===== config.mk =====
export PLATFORM = sky130hd
export DESIGN_NAME = ft600_tx_arbiter
export DESIGN_NICKNAME = d
export VERILOG_FILES = /design/src/rtl/ft600_pkg.sv /design/src/rtl/ft600_tx_arbiter_rr_pick.sv /design/src/rtl/ft600_tx_arbiter.sv
export SDC_FILE = /design/constraint.sdc
export NUM_CORES = 1
export LEC_CHECK = 0
export BUFFER_PORTS_ARGS = -buffer_cell sky130_fd_sc_hd__buf_2
export CAP_MARGIN = 5
export CORE_ASPECT_RATIO = 0.5
export CORE_MARGIN = 2
export CORE_UTILIZATION = 30
export CTS_CLUSTER_SIZE = 40
export DETAILED_ROUTE_END_ITERATION = 8
export PLACE_DENSITY = 0.57
export SETUP_SLACK_MARGIN = 0.2
export SKIP_LAST_GASP = 1
export SLEW_MARGIN = 20
export SYNTH_ARGS = -nofsm -noshare
export SYNTH_HDL_FRONTEND = slang
export SYNTH_SLANG_ARGS = --single-unit

===== constraint.sdc =====
create_clock -name clk -period 2.9 [get_ports clk]
set_input_delay 0.29 -clock clk [delete_from_list [all_inputs] [get_ports clk]]
set_output_delay 0.29 -clock clk [all_outputs]
set_load 0.02 [all_outputs]

===== src/rtl/ft600_pkg.sv =====
// Shared definitions for the FT600 TX arbiter: word width, frame tags,
// arbiter state encoding and frame-word builders.
package ft600_pkg;

  localparam int FT_DATA_W = 16;

  localparam logic [3:0] HDR_TAG = 4'hD;
  localparam logic [3:0] TRL_TAG = 4'hE;

  typedef enum logic [1:0] {
    ST_IDLE = 2'd0,
    ST_HDR  = 2'd1,
    ST_DATA = 2'd2,
    ST_TRL  = 2'd3
  } arb_state_t;

  // Header word: tag, source id, zero pad.
  function automatic logic [FT_DATA_W-1:0] hdr_word(input logic [3:0] id);
    return {HDR_TAG, id, 8'h00};
  endfunction

  // Trailer word: tag, source id, number of data words in the burst.
  function automatic logic [FT_DATA_W-1:0] trl_word(input logic [3:0] id,
                                                    input logic [7:0] n);
    return {TRL_TAG, id, n};
  endfunction

endpackage


===== src/rtl/ft600_tx_arbiter_rr_pick.sv =====
// Combinational round-robin search: first set request bit starting at
// last+1 and wrapping modulo NUM_SRC.
module rr_pick
  import ft600_pkg::*;
#(
  parameter int NUM_SRC = 4
)(
  input  logic [NUM_SRC-1:0] req,
  input  logic [3:0]         last,
  output logic [3:0]         idx,
  output logic               vld
);

  logic [15:0] req_pad;
  logic [3:0]  cand;

  assign req_pad = 16'(req);

  // Walk candidates from farthest to nearest so the nearest hit after last wins.
  always_comb begin
    idx  = '0;
    vld  = 1'b0;
    cand = '0;
    for (int i = NUM_SRC; i >= 1; i--) begin
      cand = 4'((int'(last) + i) % NUM_SRC);
      if (req_pad[cand]) begin
        idx = cand;
        vld = 1'b1;
      end
    end
  end

endmodule


===== src/rtl/ft600_tx_arbiter.sv =====
// Round-robin arbiter sharing the FT600 mode-245 TX write port between
// NUM_SRC FWFT stream sources. Each grant is sent as header, 1..MAX_BURST
// data words from one source, then a trailer carrying the word count.
module ft600_tx_arbiter
  import ft600_pkg::*;
#(
  parameter int NUM_SRC   = 4,
  parameter int MAX_BURST = 64
)(
  input  logic                           clk,
  input  logic                           rst_n,
  input  logic [NUM_SRC-1:0]             src_empty,
  input  logic [FT_DATA_W*NUM_SRC-1:0]   src_data,
  output logic [NUM_SRC-1:0]             src_rd,
  output logic                           tx_en,
  output logic [FT_DATA_W-1:0]           tx_in,
  input  logic                           tx_full
);

  localparam logic [7:0] BURST_LIM = 8'(MAX_BURST);
  localparam logic [3:0] LAST_RST  = 4'(NUM_SRC - 1);

  arb_state_t state_q, state_d;
  logic [3:0] grant_q, grant_d;
  logic [3:0] last_q,  last_d;
  logic [7:0] cnt_q,   cnt_d;
  logic [7:0] cnt_inc;

  logic [3:0] pick_idx;
  logic       pick_vld;

  logic [15:0]                empty_pad;
  logic [15:0][FT_DATA_W-1:0] data_pad;
  logic                       sel_empty;
  logic [FT_DATA_W-1:0]       sel_data;
  logic                       rd_any;

  // Unused slots read as permanently empty so a 4-bit grant index is always safe.
  for (genvar g = 0; g < 16; g++) begin : g_pad
    if (g < NUM_SRC) begin : g_src
      assign empty_pad[g] = src_empty[g];
      assign data_pad[g]  = src_data[FT_DATA_W*g +: FT_DATA_W];
    end else begin : g_unused
      assign empty_pad[g] = 1'b1;
      assign data_pad[g]  = '0;
    end
  end

  assign sel_empty = empty_pad[grant_q];
  assign sel_data  = data_pad[grant_q];
  assign cnt_inc   = cnt_q + 8'd1;

  // Only the granted source may ever see a pop strobe.
  for (genvar g = 0; g < NUM_SRC; g++) begin : g_rd
    assign src_rd[g] = rd_any & (grant_q == 4'(g));
  end

  rr_pick #(
    .NUM_SRC (NUM_SRC)
  ) u_pick (
    .req  (~src_empty),
    .last (last_q),
    .idx  (pick_idx),
    .vld  (pick_vld)
  );

  // State and control registers; reset drops any partial frame.
  always_ff @(posedge clk or negedge rst_n) begin
    if (!rst_n) begin
      state_q <= ST_IDLE;
      grant_q <= '0;
      last_q  <= LAST_RST;
      cnt_q   <= '0;
    end else begin
      state_q <= state_d;
      grant_q <= grant_d;
      last_q  <= last_d;
      cnt_q   <= cnt_d;
    end
  end

  // Next-state: advance only on a real write, or on source drain in DATA.
  always_comb begin
    state_d = state_q;
    grant_d = grant_q;
    last_d  = last_q;
    cnt_d   = cnt_q;
    case (state_q)
      ST_IDLE: begin
        if (pick_vld) begin
          grant_d = pick_idx;
          state_d = ST_HDR;
        end
      end
      ST_HDR: begin
        if (!tx_full) begin
          cnt_d   = '0;
          state_d = ST_DATA;
        end
      end
      ST_DATA: begin
        if (sel_empty) begin
          state_d = ST_TRL;
        end else if (!tx_full) begin
          cnt_d = cnt_inc;
          if (cnt_inc == BURST_LIM) begin
            state_d = ST_TRL;
          end
        end
      end
      ST_TRL: begin
        if (!tx_full) begin
          last_d  = grant_q;
          state_d = ST_IDLE;
        end
      end
      default: state_d = ST_IDLE;
    endcase
  end

  // Outputs: write strobe, pop strobe and TX word straight from state.
  always_comb begin
    tx_en  = 1'b0;
    tx_in  = '0;
    rd_any = 1'b0;
    case (state_q)
      ST_HDR: begin
        tx_en = ~tx_full;
        tx_in = hdr_word(grant_q);
      end
      ST_DATA: begin
        rd_any = ~tx_full & ~sel_empty;
        tx_en  = rd_any;
        tx_in  = sel_data;
      end
      ST_TRL: begin
        tx_en = ~tx_full;
        tx_in = trl_word(grant_q, cnt_q);
      end
      default: begin
        tx_en  = 1'b0;
        tx_in  = '0;
        rd_any = 1'b0;
      end
    endcase
  end

endmodule


==> flow_summary.toml <==
[critical_path]
cp.arrival_ps = 2140
crit_path_max_incr_delay_ps = 570
worst_setup_path_end_kind = "output pin"
timing.rr.start = "cnt_q[2]"
critPathSlowestCell = "mux4_2"
path_class = "flip-flop to output pin"
crit_chain = "mux4_2 -> nor3_1 -> and3_1 -> buf_2"
r2r_end = "state_q[1]"
required_ps = 2610
start_kind = "flip-flop"
r2r_slack_ps = 770
rr_worst_depth = 4
critPathMaxFanout = 6

[cts]
cts_made_buffers = 3
post_cts_buffers = 0
root_buffer = "clkbuf_8"
cts_htree_levels = 1
numClockSinks = 14
clockBufferDepth = 2
clk_latency_ps = 260
clk_pin_slew_ps = 60
cts_tree = "done"
cts-resized-gates = 0

[sta]
rsz0062_at_grt = "no"
min_period_ps = 2430
whs_ps = 401
tightest_slew_ps = 686
fmax_mhz = 411
skew_ps = 4.78
setup_violations = 0
maxSlewViolCount = 0
fin_setup_tns_ps = 0
fin_crit_sh = 0.839
hold_violations = 0
slew_headroom = 0.539

[global_route]
grt_pass1_wl_mm = 7.07
grt_max_degree = 24
grt_pass1_vias = 1569
antenna_found_initial = 0
overflow = 0
track_usage = 0.157

[placement]
placed_cells = 318
globalplace.congestion = 0.780
hpwl_mm = 3.58
placed_area_um2 = 2040
portBuffers = 91

[die]
num_rows = 18
die_w_um = 105
die-area_um2 = 5680
ioPinCount = 92
core-area_um2 = 4910
initial_core_util = 0.309
die_y_um = 54.3

[logic_synthesis]
synth_cell_types = 39
netlist_area_um2 = 1520
syn-instance-count = 164
synth_nets = 241
netlist.area_leader.share = 0.252
ys_ff_latch = 14
seq_area_frac_synth = 0.232
synth_edf_count = 0
ys_warn_count = 0
synth_async_sr_flop_share = 1.00
synthTopCellsByArea = "mux4_2 (25%), dfrtp_1 (20%), ha_1 (4.9%)"
synth.largest_area_cell = "mux4_2"
syn_avg_cell_area_um2 = 9.26
synth_ff_type = "dfrtp_1"

[power]
peakVddDrop_uv = 261
p_int_uw = 940
power_frac_comb = 0.706
clkPwrFrac = 0.111
p_per_area_nw_per_um2 = 856
p_leak_uw = 0.00102
sw_frac_of_total = 0.479
p_sw_uw = 863
pwr-share-seq = 0.183

[layout]
fin_nets = 331
syn_to_final_growth_pct = 38.6
layout.cells.non_filler = 323
nFillCells = 509
layout-drive-gt1-share = 0.486
diodes = 0
stdcell_area_um2 = 2110

[detailed_routing]
dr_wl_met2_mm = 2.19
wl_per_cell_um = 13.6
wl_met1_mm = 2.05
vias_per_cell = 5.04
first_pass_iters = 4
route.met3.wl_um = 137
postRouteAntennaNets = 0
highest_layer = "met4"
drcViolationCount = 0
dr.first_iter.drc_count = 53
wl_mm = 4.40
vias = 1629

[outcome]
status = "complete, no violations"

[worst_hold_path]
worstHoldPathCells = 3
hold_path.class = "input pin to flip-flop"
hold_end = "grant_q[1]"
min_from = "src_empty[2]"

[flow_run]
maxCapViolations = 0
[how the worst max path moves through the flow]
stage	start	to	slack [ps]	depth (start not counted)
after floorplan	state_q[0]	src_rd[0]	580	7
after global placement	grant_q[0]	tx_in[3]	830	5
after detailed placement	src_empty[3]	src_rd[3]	770	5
after CTS	grant_q[0]	tx_in[2]	500	5
after global routing	state_q[0]	src_rd[2]	330	7
final	grant_q[1]	src_rd[3]	470	4
[layer usage]
layer,vias up,GRT usage
met1,791,0.192
li1,804,-
met2,32,0.295
met4,0,0.0333
met5,-,0
met3,2,0.0369
[cells in the final DEF (no fill, tap or decap), drive strengths merged, types with 4 or more instances in the layout]
master and count:
clkbuf 4, o21ai 15, a21oi 11, nor3 4, buf 95, a21o 4, dfrtp 12, or3 6
ha 6, inv 8, nand2 14, nor2 18, mux4 17, a22oi 8
[area by class of cell]
| cell class | count | area (um2) | share of cell area |
|---|---|---|---|
| Inverter | 8 | 30.0 | 0.0143 |
| Timing Repair Buffer | 96 | 495 | 0.235 |
| Clock buffer | 4 | 55.1 | 0.0261 |
| Sequential cell | 14 | 353 | 0.168 |
| Multi-Input combinational cell | 131 | 1080 | 0.515 |
| Tap cell | 70 | 87.6 | 0.0416 |
[through the flow]
| stage | power, uW | utilization | worst slack [ps] |
|---|---|---|---|
| 3_5_place_dp | 1620 | 0.416 | 766 |
| 4_1_cts | 1830 | 0.429 | 505 |
| 5_1_grt | 1950 | 0.429 | 325 |
| 6_report | 1800 | 0.429 | 468 |
| 3_3_place_gp | 1610 | 0.416 | 829 |
| 2_1_floorplan | 1280 | - | 583 |
[state kept, by name (all words and copies together), names as in the netlist]
signal and cells:
cnt_q 8, grant_q 2, last_q 2, state_q 2
[cells by family (layout without fill, tap and decap cells)]
group / Yosys count / after routing / synth area share
buf+inv: 19 / 108 / 0.0535
simple gates: 56 / 56 / 0.179
compound gates: 46 / 46 / 0.192
fa+ha+maj: 6 / 6 / 0.0494
flops: 14 / 14 / 0.232
mux: 23 / 23 / 0.294
[cell usage after synthesis (all sizes together), types with 2 or more instances]
library cell,instances
or3,6
mux4,17
clkbuf,8
nor3,4
dfrtp,12
nor2,18
mux2,3
ha,6
nand3,3
mux2i,3
dfstp,2
nand2b,2
o21ai,15
a22oi,8
a21oi,11
nand2,14
inv,8
a21o,4
buf,3
[repair_timing]
action	4_1_cts	5_1_grt
hold buffers	1	0
setup endpoints to repair	0	0
hold endpoints to repair	12	0
[critical path: cells and delay by family, from the launching register on]
kind,cells,cell delay [ps]
AND/OR/NAND/NOR,2,800
flip-flops,1,370
multiplexers,1,570
buffers and inverters,1,160
[power groups by stage]
stage / combinational, uW / sequential [uW] / clock [uW]
floorplan: 975 / 302 / 0
global placement: 1280 / 329 / 0
detailed placement: 1290 / 334 / 0
CTS: 1290 / 331 / 202
global route: 1400 / 344 / 209
finish: 1270 / 330 / 200
(Power assumes the default switching activity.)
